===== config.mk =====
export PLATFORM = sky130hd
export DESIGN_NAME = icache_refill_ctrl
export DESIGN_NICKNAME = d
export VERILOG_FILES = /design/src/rtl/icache_refill_ctrl.sv
export SDC_FILE = /design/constraint.sdc
export NUM_CORES = 1
export LEC_CHECK = 0
export BUFFER_PORTS_ARGS = -buffer_cell sky130_fd_sc_hd__buf_4
export CAP_MARGIN = 20
export CELL_PAD_IN_SITES_DETAIL_PLACEMENT = 1
export CELL_PAD_IN_SITES_GLOBAL_PLACEMENT = 1
export CORE_ASPECT_RATIO = 0.5
export CORE_MARGIN = 2
export CORE_UTILIZATION = 28
export CTS_BUF_LIST = sky130_fd_sc_hd__clkbuf_8
export DETAILED_ROUTE_END_ITERATION = 16
export GPL_TIMING_DRIVEN = 0
export PLACE_DENSITY = 0.95
export SYNTH_ARGS = -nofsm -noshare
export SYNTH_HDL_FRONTEND = slang
export SYNTH_SLANG_ARGS = --single-unit
export TNS_END_PERCENT = 50

===== constraint.sdc =====
create_clock -name clk_i -period 3.1 [get_ports clk_i]
set_input_delay 0.775 -clock clk_i [delete_from_list [all_inputs] [get_ports clk_i]]
set_output_delay 0.775 -clock clk_i [all_outputs]
set_load 0.05 [all_outputs]

===== src/rtl/icache_refill_ctrl.sv =====
// Instruction-cache line refill controller: takes one miss, issues a single burst
// read, streams the beats into the data array, then commits tag/valid.
module icache_refill_ctrl #(
  parameter int ADDR_WIDTH     = 32,
  parameter int LINE_SIZE      = 64,
  parameter int WAYS           = 4,
  parameter int MEM_DATA_WIDTH = 32,
  localparam int WW    = $clog2(WAYS),
  localparam int BEATS = LINE_SIZE * 8 / MEM_DATA_WIDTH,
  localparam int BW    = $clog2(BEATS)
) (
  input  logic                      clk_i,
  input  logic                      rst_i,
  input  logic                      miss_valid_i,
  output logic                      miss_ready_o,
  input  logic [ADDR_WIDTH-1:0]     miss_addr_i,
  input  logic [WW-1:0]             miss_way_i,
  input  logic                      flush_i,
  output logic                      mem_req_valid_o,
  input  logic                      mem_req_ready_i,
  output logic [ADDR_WIDTH-1:0]     mem_req_addr_o,
  output logic [7:0]                mem_req_len_o,
  input  logic                      mem_rvalid_i,
  output logic                      mem_rready_o,
  input  logic [MEM_DATA_WIDTH-1:0] mem_rdata_i,
  input  logic                      mem_rlast_i,
  input  logic                      mem_rerr_i,
  output logic                      fill_we_o,
  output logic [WW-1:0]             fill_way_o,
  output logic [ADDR_WIDTH-1:0]     fill_addr_o,
  output logic [BW-1:0]             fill_word_o,
  output logic [MEM_DATA_WIDTH-1:0] fill_data_o,
  output logic                      tag_we_o,
  output logic                      tag_valid_o,
  output logic                      refill_done_o,
  output logic                      refill_err_o,
  output logic                      busy_o
);

  localparam int OFFW = $clog2(LINE_SIZE);

  // IDLE: wait for miss | REQ: issue burst | RECV: drain beats | COMMIT: tag write
  typedef enum logic [1:0] {IDLE, REQ, RECV, COMMIT} state_t;

  state_t                state_q, state_d;
  logic [ADDR_WIDTH-1:0] addr_q, addr_d;
  logic [WW-1:0]         way_q, way_d;
  logic [BW-1:0]         cnt_q, cnt_d;
  logic                  err_q, err_d;
  logic                  abort_q, abort_d;
  logic                  last_beat;
  logic                  beat_acc;

  always_ff @(posedge clk_i) begin
    if (rst_i) begin
      state_q <= IDLE;
      addr_q  <= '0;
      way_q   <= '0;
      cnt_q   <= '0;
      err_q   <= 1'b0;
      abort_q <= 1'b0;
    end else begin
      state_q <= state_d;
      addr_q  <= addr_d;
      way_q   <= way_d;
      cnt_q   <= cnt_d;
      err_q   <= err_d;
      abort_q <= abort_d;
    end
  end

  assign last_beat = (cnt_q == BW'(BEATS - 1));
  assign beat_acc  = (state_q == RECV) && mem_rvalid_i;

  always_comb begin
    state_d         = state_q;
    addr_d          = addr_q;
    way_d           = way_q;
    cnt_d           = cnt_q;
    err_d           = err_q;
    abort_d         = abort_q;
    miss_ready_o    = 1'b0;
    mem_req_valid_o = 1'b0;
    mem_req_addr_o  = '0;
    mem_req_len_o   = '0;
    mem_rready_o    = 1'b0;
    fill_we_o       = 1'b0;
    fill_way_o      = '0;
    fill_addr_o     = '0;
    fill_word_o     = '0;
    fill_data_o     = '0;
    tag_we_o        = 1'b0;
    tag_valid_o     = 1'b0;
    refill_done_o   = 1'b0;
    refill_err_o    = 1'b0;
    busy_o          = (state_q != IDLE);

    unique case (state_q)
      IDLE: begin
        miss_ready_o = !flush_i;
        if (miss_valid_i && !flush_i) begin
          addr_d  = {miss_addr_i[ADDR_WIDTH-1:OFFW], {OFFW{1'b0}}};
          way_d   = miss_way_i;
          cnt_d   = '0;
          err_d   = 1'b0;
          abort_d = 1'b0;
          state_d = REQ;
        end
      end
      REQ: begin
        mem_req_valid_o = 1'b1;
        mem_req_addr_o  = addr_q;
        mem_req_len_o   = 8'(BEATS - 1);
        if (flush_i) abort_d = 1'b1;
        if (mem_req_ready_i) state_d = RECV;
      end
      RECV: begin
        mem_rready_o = 1'b1;
        if (flush_i) abort_d = 1'b1;
        if (beat_acc) begin
          // A flush arriving on this very beat already suppresses its write.
          fill_we_o   = !abort_q && !flush_i && !err_q && !mem_rerr_i;
          fill_word_o = cnt_q;
          fill_data_o = mem_rdata_i;
          fill_way_o  = way_q;
          fill_addr_o = addr_q;
          cnt_d       = cnt_q + BW'(1);
          if (mem_rerr_i || (mem_rlast_i != last_beat)) err_d = 1'b1;
          if (last_beat) state_d = COMMIT;
        end
      end
      COMMIT: begin
        tag_we_o      = 1'b1;
        tag_valid_o   = !(err_q || abort_q) && !flush_i;
        fill_way_o    = way_q;
        fill_addr_o   = addr_q;
        refill_done_o = !err_q;
        refill_err_o  = err_q;
        state_d       = IDLE;
      end
      default: state_d = IDLE;
    endcase
  end

endmodule


==> flow_summary.json, run 1 <==
{
  "clockBufferDepth": 2,
  "crit_arrival_ns": 2.26,
  "portBuffers": 169,
  "end_kind": "output port",
  "yosysTopAreaCellShare_pct": 31.6,
  "post_drt_wl_per_cell_um": 16.2,
  "hp-start": "way_q[1]",
  "post-route-period-util_pct": 98.0,
  "clkPwrFrac_pct": 16.9,
  "cts-root-buf": "clkbuf_8",
  "r2r-start": "state_q[0]",
  "drive_gt1_share_pct": 47.1,
  "r2r-end": "state_q[1]",
  "slew_violations": 0,
  "drt_iter0_drc": 110,
  "final_antenna_net_count": 0,
  "htreeDepth": 2,
  "period_minus_slack_ns": 3.04,
  "drc_errors": 0,
  "cts.clk_slew.worst_paths_ns": 0.08,
  "ios": 193,
  "dp_hpwl_um": 7620,
  "yosysTopAreaCell": "dfxtp_1",
  "grt_overflow": 0,
  "final_cell_mix": "buf_4, nand2_1, dfxtp_1",
  "syn_area_sq_mm": 0.00228,
  "avgSynthCellArea_sq_um": 7.48,
  "pwr-share-seq_pct": 23.1,
  "routed_via_density": 4.57,
  "p_int_mw": 1.23,
  "yosysSeqAreaShare_pct": 31.6,
  "grt_pass1_wl_um": 14900,
  "tritoncts": "built",
  "postSynthCellCount": 305,
  "clock_latency_ns": 0.29,
  "ctsHoldBuffers": 0,
  "hold_end": "way_q[1]",
  "power.switching_mw": 1.27,
  "drt_wl_total_um": 9900,
  "die_h_um": 67.8,
  "cts_num_sinks": 36,
  "hold_path_class": "register to register",
  "leakagePower_nw": 2.11,
  "status": "finished, final reports clean",
  "max_clock_freq_mhz": 329,
  "grt_usage_pct": 21.1,
  "area_growth_syn_to_layout_pct": 70.3,
  "synthTopCellsByArea": "dfxtp_1, nand2_1, and3_1",
  "antenna_found_initial": 0,
  "cts_setup_buffers": 0,
  "synth_seq_cells": 36,
  "post_cts_resized": 2,
  "critPathKind": "register to output port",
  "firstDrtPassIters": 4,
  "diodes": 0,
  "cts_made_buffers": 5,
  "hold_depth": 2,
  "cap_violations": 0,
  "start_util_pct": 28.7,
  "nets": 576,
  "powerDensity_mw_per_mm2": 646,
  "yosys.cell_types.count": 37,
  "comb_power_share_pct": 60.0,
  "worst-r2r-setup-slack_ns": 0.96,
  "finalSetupViolations": 0,
  "startpoint_type": "register",
  "crit_fanout": 10,
  "cp.required_ns": 2.32,
  "total_power_mw": 2.51,
  "hold_viol_final": 0,
  "gp_congestion": 0.736,
  "grt_max_degree": 15,
  "fin_setup_tns_ns": 0,
  "core-area_sq_mm": 0.00794,
  "ff2ff_path_depth": 5,
  "yosysWarnings": 0,
  "vias": 2782,
  "relSlewSlack_pct": 51.9,
  "rsz0062_at_grt": "false",
  "floorplan.rows": 23,
  "grt_pass1_vias": 2909,
  "swShare_pct": 50.8,
  "dieArea_sq_mm": 0.00893,
  "worst_pin_slew_ns": 0.721,
  "skew_ns": 0.00580,
  "ir_drop_mv": 0.223,
  "die_x_um": 132,
  "mostFrequentLayoutCell": "buf_4"
}
## per-stage QoR
| step | instance area, sq um | setup WS [ns] | hold WS (ns) | utilization (%) | cells |
|---|---|---|---|---|---|
| 4_1_cts | 3880 | 0.00555 | 0.455 | 48.9 | 609 |
| 6_report | 3880 | 0.0628 | 0.452 | 48.9 | 609 |
| 5_1_grt | 3880 | 0.00598 | 0.491 | 48.9 | 609 |
| 2_1_floorplan | 2350 | -0.152 | 0.432 | - | 320 |
| 3_5_place_dp | 3760 | -0.340 | 0.444 | 47.3 | 601 |
| 3_3_place_gp | 3760 | -0.363 | 0.438 | 47.3 | 601 |
## final cells by class
type                            count  area, sq um
Fill cell                        1021         4060
Multi-Input combinational cell    235         1370
Timing Repair Buffer              169         1270
Sequential cell                    36          721
Buffer                             41          239
Tap cell                          112          140
Clock buffer                        5         68.8
Clock inverter                      3         42.5
Inverter                            8         30.0
## worst max path at each step
stage,start,end,slack (ns),cells past startpoint
after floorplan,state_q[0],tag_valid_o,-0.15,3
after detailed placement,mem_rvalid_i,fill_addr_o[17],-0.34,6
after global routing,state_q[0],fill_data_o[9],0.006,6
after global placement,mem_rvalid_i,fill_addr_o[21],-0.36,6
after CTS,state_q[0],fill_data_o[9],0.006,6
final,state_q[0],fill_data_o[9],0.06,6
## state kept, by name, indices dropped and copies added, names as in the netlist
| name | flops |
|---|---|
| state_q | 2 |
| err_q | 1 |
| cnt_q | 4 |
| way_q | 2 |
| addr_q | 26 |
| abort_q | 1 |
## critical path: stages, from the launching register on
cell,delay [ns]
dfxtp_1,0.35
inv_1,0.13
ha_1,0.40
clkbuf_2,0.30
clkbuf_1,0.33
and3_1,0.25
buf_4,0.21
## power by group through the flow
stage	registers (mW)	clock network [mW]	logic [mW]
global placement	0.580	0	1.42
global route	0.588	0.455	1.59
finish	0.579	0.424	1.51
detailed placement	0.588	0	1.48
floorplan	0.568	0	1.03
CTS	0.579	0.427	1.50
## cell families after synthesis
logic type	after synthesis	share of synthesized area, %
adders and majority gates	6	3.29
buffers and inverters	49	11.6
and+or+nand+nor	166	41.5
DFF	36	31.6
xor gates and xnor gates	1	0.384
muxes	1	0.439
other	1	0.164
AOI/OAI and AO/OA	45	11.0
## Yosys cell counts
| cell type | instances |
|---|---|
| buf_4 | 20 |
| buf_1 | 2 |
| nand3_1 | 2 |
| nor3b_1 | 1 |
| conb_1 | 1 |
| mux2i_1 | 1 |
| nand2b_4 | 1 |
| a211oi_1 | 1 |
| a222oi_1 | 1 |
| nor4b_1 | 1 |
| clkbuf_2 | 1 |
| nor2b_1 | 6 |
| nor2_2 | 1 |
| or3_1 | 2 |
| and2_1 | 27 |
| ha_1 | 6 |
| nor2_1 | 5 |
| and3_2 | 6 |
| and2b_2 | 17 |
| and3_1 | 30 |
| a311oi_1 | 1 |
| a22o_1 | 1 |
| a22oi_1 | 1 |
| a41o_1 | 1 |
| buf_2 | 4 |
| nand2b_1 | 1 |
| clkbuf_1 | 14 |
| dfxtp_1 | 36 |
| or2_2 | 1 |
| inv_1 | 8 |
| xor2_1 | 1 |
| and2b_1 | 6 |
| o21ai_0 | 3 |
| nand2_1 | 58 |
| nor3_1 | 1 |
| a221oi_1 | 1 |
| a21oi_1 | 35 |
## per-layer routing
metal | wire length, um | vias to the layer above | GRT usage (%)
met5 | 0 | - | 0
met1 | 3830 | 1329 | 22.6
met3 | 444 | 17 | 4.74
met4 | 210 | 0 | 7.61
met2 | 5410 | 93 | 42.5
li1 | - | 1343 | -
(Power assumes the default switching activity.)
==> inputs of run 2 (changes only) <==
--- a/config.mk
+++ b/config.mk
@@ -5,15 +5,15 @@
 export SDC_FILE = /design/constraint.sdc
 export NUM_CORES = 1
 export LEC_CHECK = 0
-export BUFFER_PORTS_ARGS = -buffer_cell sky130_fd_sc_hd__buf_4
 export CAP_MARGIN = 20
 export CELL_PAD_IN_SITES_DETAIL_PLACEMENT = 1
 export CELL_PAD_IN_SITES_GLOBAL_PLACEMENT = 1
 export CORE_ASPECT_RATIO = 0.5
 export CORE_MARGIN = 2
-export CORE_UTILIZATION = 28
-export CTS_BUF_LIST = sky130_fd_sc_hd__clkbuf_8
+export CORE_UTILIZATION = 46
+export CTS_BUF_LIST = sky130_fd_sc_hd__clkbuf_2 sky130_fd_sc_hd__clkbuf_4 sky130_fd_sc_hd__clkbuf_8
 export DETAILED_ROUTE_END_ITERATION = 16
+export DONT_BUFFER_PORTS = 1
 export GPL_TIMING_DRIVEN = 0
 export PLACE_DENSITY = 0.95
 export SYNTH_ARGS = -nofsm -noshare
==> run 2 against run 1 <==
First-iteration DRC count decreased by 29%. Maximum frequency increased by 0.61%. Wire length decreased by 23%. Critical path depth decreased by 1. Cell count decreased by 35%. Sequential power increased by 1%. Sequential share of layout area increased by 8.4 points. Clock power increased by 7.3%. Via count decreased by 23%. Critical path type unchanged. Largest cell class is now multi-input gates. Highest routed layer unchanged.
==> flow_summary.json, run 2 (synthesis results as in run 1) <==
{
  "drt_wl_total_um": 7640,
  "tritoncts": "built",
  "final_antenna_net_count": 0,
  "leakagePower_nw": 1.24,
  "post-route-period-util_pct": 97.4,
  "floorplan.rows": 18,
  "hold_path_class": "register to register",
  "clockBufferDepth": 2,
  "slew_violations": 0,
  "nFillCells": 601,
  "finish.utilization_pct": 55.2,
  "period_minus_slack_ns": 3.02,
  "clock_latency_ns": 0.29,
  "dieArea_sq_mm": 0.00557,
  "max_clock_freq_mhz": 331,
  "mostFrequentLayoutCell": "nand2_1",
  "cts.clk_slew.worst_paths_ns": 0.07,
  "end_kind": "output port",
  "start_util_pct": 47.1,
  "cts_setup_buffers": 0,
  "nets": 407,
  "post_drt_wl_per_cell_um": 19.2,
  "diodes": 0,
  "antenna_found_initial": 0,
  "grt_overflow": 0,
  "cts_made_buffers": 5,
  "largest_reg_flops": 26,
  "dp_hpwl_um": 5680,
  "cts-root-buf": "clkbuf_8",
  "routed_via_density": 5.42,
  "design_area_sq_mm": 0.00268,
  "final_cell_mix": "nand2_1, dfxtp_1, a21oi_1",
  "worst_pin_slew_ns": 0.882,
  "htreeDepth": 2,
  "postPlaceCellArea_sq_mm": 0.00244,
  "critPathKind": "register to output port",
  "skew_ns": 0.00468,
  "die_x_um": 104,
  "reg_top3": "addr_q (26), cnt_q (4)",
  "setup_ws_ns": 0.0813,
  "ios": 193,
  "crit_arrival_ns": 2.24,
  "firstDrtPassIters": 4,
  "gp_congestion": 0.842,
  "status": "finished, final reports clean",
  "drt_iter0_drc": 78,
  "largest_register": "addr_q",
  "drc_errors": 0,
  "cp.required_ns": 2.32,
  "place_inst": 390,
  "vias": 2156,
  "finalSetupViolations": 0,
  "die_h_um": 53.8,
  "cts_num_sinks": 36,
  "stdcell_count": 398,
  "grt_pass1_wl_um": 11100,
  "portBuffers": 0,
  "crit_fanout": 10,
  "grt_pass1_vias": 2123,
  "drive_gt1_share_pct": 31.1,
  "dpl_worst_slack_ns": -0.382,
  "ctsHoldBuffers": 0,
  "startpoint_type": "register",
  "grt_usage_pct": 25.4,
  "relSlewSlack_pct": 41.0,
  "powerDensity_mw_per_mm2": 865,
  "area_growth_syn_to_layout_pct": 17.3,
  "core-area_sq_mm": 0.00484,
  "cap_violations": 0,
  "grt_max_degree": 15,
  "hold_viol_final": 0,
  "ir_drop_mv": 0.286
}
run 2: cell types whose count changed in the layout (fill, tap and decap cells not counted), sizes merged:
cell      delta
clkinv       -1
buf        -168
clkinvlp     -1
clkbuf       +1
run 2: layout make-up:
| cell class | instances | area [sq um] | share of cell area, % |
|---|---|---|---|
| inverter | 8 | 30.0 | 1.12 |
| multi-input combinational | 235 | 1470 | 55.0 |
| clock buffer | 7 | 96.3 | 3.60 |
| buffer | 41 | 239 | 8.93 |
| tap | 70 | 87.6 | 3.27 |
| sequential | 36 | 721 | 26.9 |
| clock inverter | 1 | 30.0 | 1.12 |
run 2: repair_timing:
item	4_1_cts	5_1_grt
setup endpoints to repair	83	41
cloned	0	0
resized for setup	30	17
run 2: path summary, 6_finish.rpt:
| path | startpoint | cells past startpoint | end | slack [ns] |
|---|---|---|---|---|
| worst max-delay path | state_q[0] | 5 | fill_addr_o[22] | 0.08 |
| worst min-delay path | addr_q[16] | 2 | addr_q[16] | 0.46 |
| worst max register to register | state_q[0] | 8 | addr_q[12] | 0.67 |
| worst min register to register | addr_q[16] | 2 | addr_q[16] | 0.46 |
run 2: per-layer routing:
| metal | vias to the layer above | routed length (um) | global-route usage, % |
|---|---|---|---|
| met5 | - | 0 | 0 |
| met3 | 12 | 529 | 7.14 |
| met2 | 90 | 4180 | 52.4 |
| met1 | 1050 | 2830 | 26.3 |
| met4 | 0 | 107 | 7.88 |
| li1 | 1004 | - | - |
run 2: stage by stage:
stage	power [mW]	hold WS (ns)	setup TNS [ns]
final	2.31	0.464	0
after global routing	2.43	0.489	-0.224
after CTS	2.28	0.468	-0.000275
after detailed placement	1.79	0.457	-5.87
after global placement	1.73	0.440	-4.96
after floorplan	1.60	0.432	-0.152
run 2: power by group:
part / internal, mW / switching [mW]
clock network: 0.284 / 0.171
logic: 0.297 / 0.974
registers: 0.525 / 0.0617
total: 1.11 / 1.21
run 2: critical path, cell delays in order, from the launching register on:
cell,delay (ns)
dfxtp_1,0.45
inv_1,0.16
ha_4,0.28
a21oi_4,0.33
clkbuf_2,0.33
and2b_1,0.40
==> inputs of run 3 (changes only) <==
--- a/config.mk
+++ b/config.mk
@@ -5,17 +5,18 @@
 export SDC_FILE = /design/constraint.sdc
 export NUM_CORES = 1
 export LEC_CHECK = 0
+export ABC_AREA = 1
 export CAP_MARGIN = 20
 export CELL_PAD_IN_SITES_DETAIL_PLACEMENT = 1
-export CELL_PAD_IN_SITES_GLOBAL_PLACEMENT = 1
+export CELL_PAD_IN_SITES_GLOBAL_PLACEMENT = 2
 export CORE_ASPECT_RATIO = 0.5
 export CORE_MARGIN = 2
-export CORE_UTILIZATION = 46
+export CORE_UTILIZATION = 31
 export CTS_BUF_LIST = sky130_fd_sc_hd__clkbuf_2 sky130_fd_sc_hd__clkbuf_4 sky130_fd_sc_hd__clkbuf_8
 export DETAILED_ROUTE_END_ITERATION = 16
 export DONT_BUFFER_PORTS = 1
 export GPL_TIMING_DRIVEN = 0
-export PLACE_DENSITY = 0.95
+export PLACE_DENSITY = 0.93
 export SYNTH_ARGS = -nofsm -noshare
 export SYNTH_HDL_FRONTEND = slang
 export SYNTH_SLANG_ARGS = --single-unit
==> run 3 against run 2 <==
Cell count is 29% higher. Wire length is 1.5% lower. Critical path depth is 2 higher. Worst setup slack better by 0.065 ns. Combinational power is 17% higher. Power is 5.8% higher. Register-to-register slack better by 0.40 ns. Global-route usage is 8.0 points lower. Via count is 7.6% higher. Clock power is 18% lower. Count of clock-buffer cells in the layout is 1 higher. First-iteration DRC count is 53% lower. Largest power group unchanged.
==> flow_summary.json, run 3 <==
{
  "startpoint_type": "register",
  "post-route-period-util_pct": 95.3,
  "hold_path_class": "register to register",
  "cts-root-buf": "clkbuf_8",
  "drt_iter0_drc": 37,
  "final_cell_mix": "inv_1, nand2_1, dfxtp_1",
  "avgSynthCellArea_sq_um": 6.03,
  "mostFrequentLayoutCell": "inv_1",
  "status": "finished, final reports clean",
  "ios": 193,
  "powerDensity_mw_per_mm2": 823,
  "seqCellArea_sq_um": 721,
  "synth_seq_cells": 36,
  "cp.required_ns": 2.32,
  "gp_congestion": 0.753,
  "yosysTopAreaCellShare_pct": 30.6,
  "drc_errors": 0,
  "post_drt_wl_per_cell_um": 14.7,
  "setup_ws_ns": 0.146,
  "relSlewSlack_pct": 38.3,
  "syn_area_sq_mm": 0.00236,
  "tritoncts": "built",
  "grt_overflow": 0,
  "reg_top3": "addr_q (26), cnt_q (4)",
  "die_h_um": 65.7,
  "period_minus_slack_ns": 2.95,
  "dpl_worst_slack_ns": -0.110,
  "cap_violations": 0,
  "ctsHoldBuffers": 0,
  "rsz0062_at_grt": "false",
  "cts.clk_slew.worst_paths_ns": 0.08,
  "yosysWarnings": 0,
  "dp_hpwl_um": 5940,
  "largest_reg_flops": 26,
  "postPlaceCellArea_sq_mm": 0.00256,
  "finish.utilization_pct": 40.4,
  "start_util_pct": 32.1,
  "fin_setup_tns_ns": 0,
  "antenna_found_initial": 1,
  "firstDrtPassIters": 4,
  "nets": 495,
  "yosysSeqAreaShare_pct": 30.6,
  "total_power_mw": 2.45,
  "nFillCells": 951,
  "routed_via_density": 4.53,
  "crit_fanout": 10,
  "finalSetupViolations": 0,
  "grt_max_degree": 11,
  "worst_pin_slew_ns": 0.923,
  "crit_arrival_ns": 2.18,
  "drive_gt1_share_pct": 26.7,
  "vias": 2319,
  "end_kind": "output port",
  "hold_viol_final": 0,
  "ir_drop_mv": 0.273,
  "ys.flop_type": "dfxtp_1",
  "drt_wl_total_um": 7530,
  "yosys.cell_types.count": 26,
  "postSynthCellCount": 391,
  "max_clock_freq_mhz": 339,
  "dieArea_sq_mm": 0.00836,
  "final_antenna_net_count": 0,
  "synth_enable_flop_cells": 0,
  "synth_most_common_cell": "inv_1",
  "synthTopCellsByArea": "dfxtp_1, inv_1, nor2_1",
  "core-area_sq_mm": 0.00735,
  "floorplan.rows": 22,
  "synthTopCellsByCount": "inv_1, nor2_1, nand2_1",
  "grt_usage_pct": 17.4,
  "die_x_um": 127,
  "leakagePower_nw": 1.47,
  "clock_latency_ns": 0.29,
  "slew_violations": 0,
  "grt_pass1_vias": 2266,
  "cts_num_sinks": 36,
  "htreeDepth": 2,
  "largest_register": "addr_q",
  "yosysTopAreaCell": "dfxtp_1",
  "clockBufferDepth": 2,
  "critPathKind": "register to output port",
  "diodes": 0,
  "portBuffers": 0,
  "area_growth_syn_to_layout_pct": 26.0,
  "grt_pass1_wl_um": 11400,
  "ys_async_sr_fraction_pct": 0,
  "design_area_sq_mm": 0.00297,
  "skew_ns": 0.00567,
  "multi_input_area_sq_mm": 0.00135,
  "cts_made_buffers": 5
}
-- run 3: changes by cell type after synthesis, sizes merged, moves of 2 or more --
cell	before	now
nand2	58	48
o21ai	3	30
and3	36	0
or3	2	0
nand3	2	5
nor2b	6	0
nor2	6	80
buf	26	33
and2b	23	0
clkbuf	15	6
inv	8	105
nand2b	2	0
and2	27	0
-- run 3: final timing paths --
| check | start | endpoint | slack (ns) | cells after the start |
|---|---|---|---|---|
| max reg2reg | state_q[0] | addr_q[30] | 1.07 | 8 |
| min reg2reg | way_q[0] | way_q[0] | 0.46 | 2 |
| min | way_q[0] | way_q[0] | 0.46 | 2 |
| max | state_q[0] | fill_data_o[24] | 0.15 | 7 |
-- run 3: cell families after synthesis --
| group | count (synthesis) | share of synthesized area [%] |
|---|---|---|
| buffers and inverters | 144 | 28.0 |
| AND/OR/NAND/NOR | 137 | 22.9 |
| AO/OA/AOI/OAI | 65 | 14.5 |
| flip-flops | 36 | 30.6 |
| adder cells (fa/ha/maj) | 6 | 3.18 |
| XOR/XNOR | 2 | 0.743 |
| other | 1 | 0.159 |
-- run 3: per-layer routing --
metal  vias to the layer above  share of wire (%)  GRT usage, %
met2                        95                 51          32.6
met1                      1069                 40          19.6
met5                         -               0.15             0
li1                       1144                  -             -
met3                         9                7.3          5.13
met4                         2               0.77          4.53
-- run 3: through the flow --
stage	cells	hold WS, ns
3_5_place_dp	504	0.449
3_3_place_gp	502	0.443
6_report	512	0.456
5_1_grt	512	0.489
2_1_floorplan	406	0.430
4_1_cts	512	0.461
-- run 3: cell type report --
cell class	count	share of cell area [%]
Buffer	39	9.30
Clock buffer	8	3.28
Multi-Input combinational cell	226	45.4
Inverter	105	13.3
Timing Repair Buffer	2	0.505
Tap cell	96	4.04
Sequential cell	36	24.2
-- run 3: power by group --
| part | internal, mW | leakage [nW] | switching [mW] |
|---|---|---|---|
| sequential | 0.544 | 0.295 | 0.0533 |
| clock | 0.199 | 0.0523 | 0.175 |
| combinational | 0.296 | 1.12 | 1.18 |
| total | 1.04 | 1.47 | 1.41 |
-- run 3: critical path, cell delays in order (launching register included) --
cell	delay [ns]
dfxtp_1	0.35
inv_1	0.15
ha_4	0.26
buf_4	0.20
nand2_1	0.08
buf_2	0.22
clkbuf_4	0.29
nor2_4	0.33
-- run 3: repair_timing --
item / in CTS / in global routing
setup buffers: 0 / 0
pin swaps: 0 / 1
setup endpoints to repair: 85 / 74
resized for setup: 84 / 13
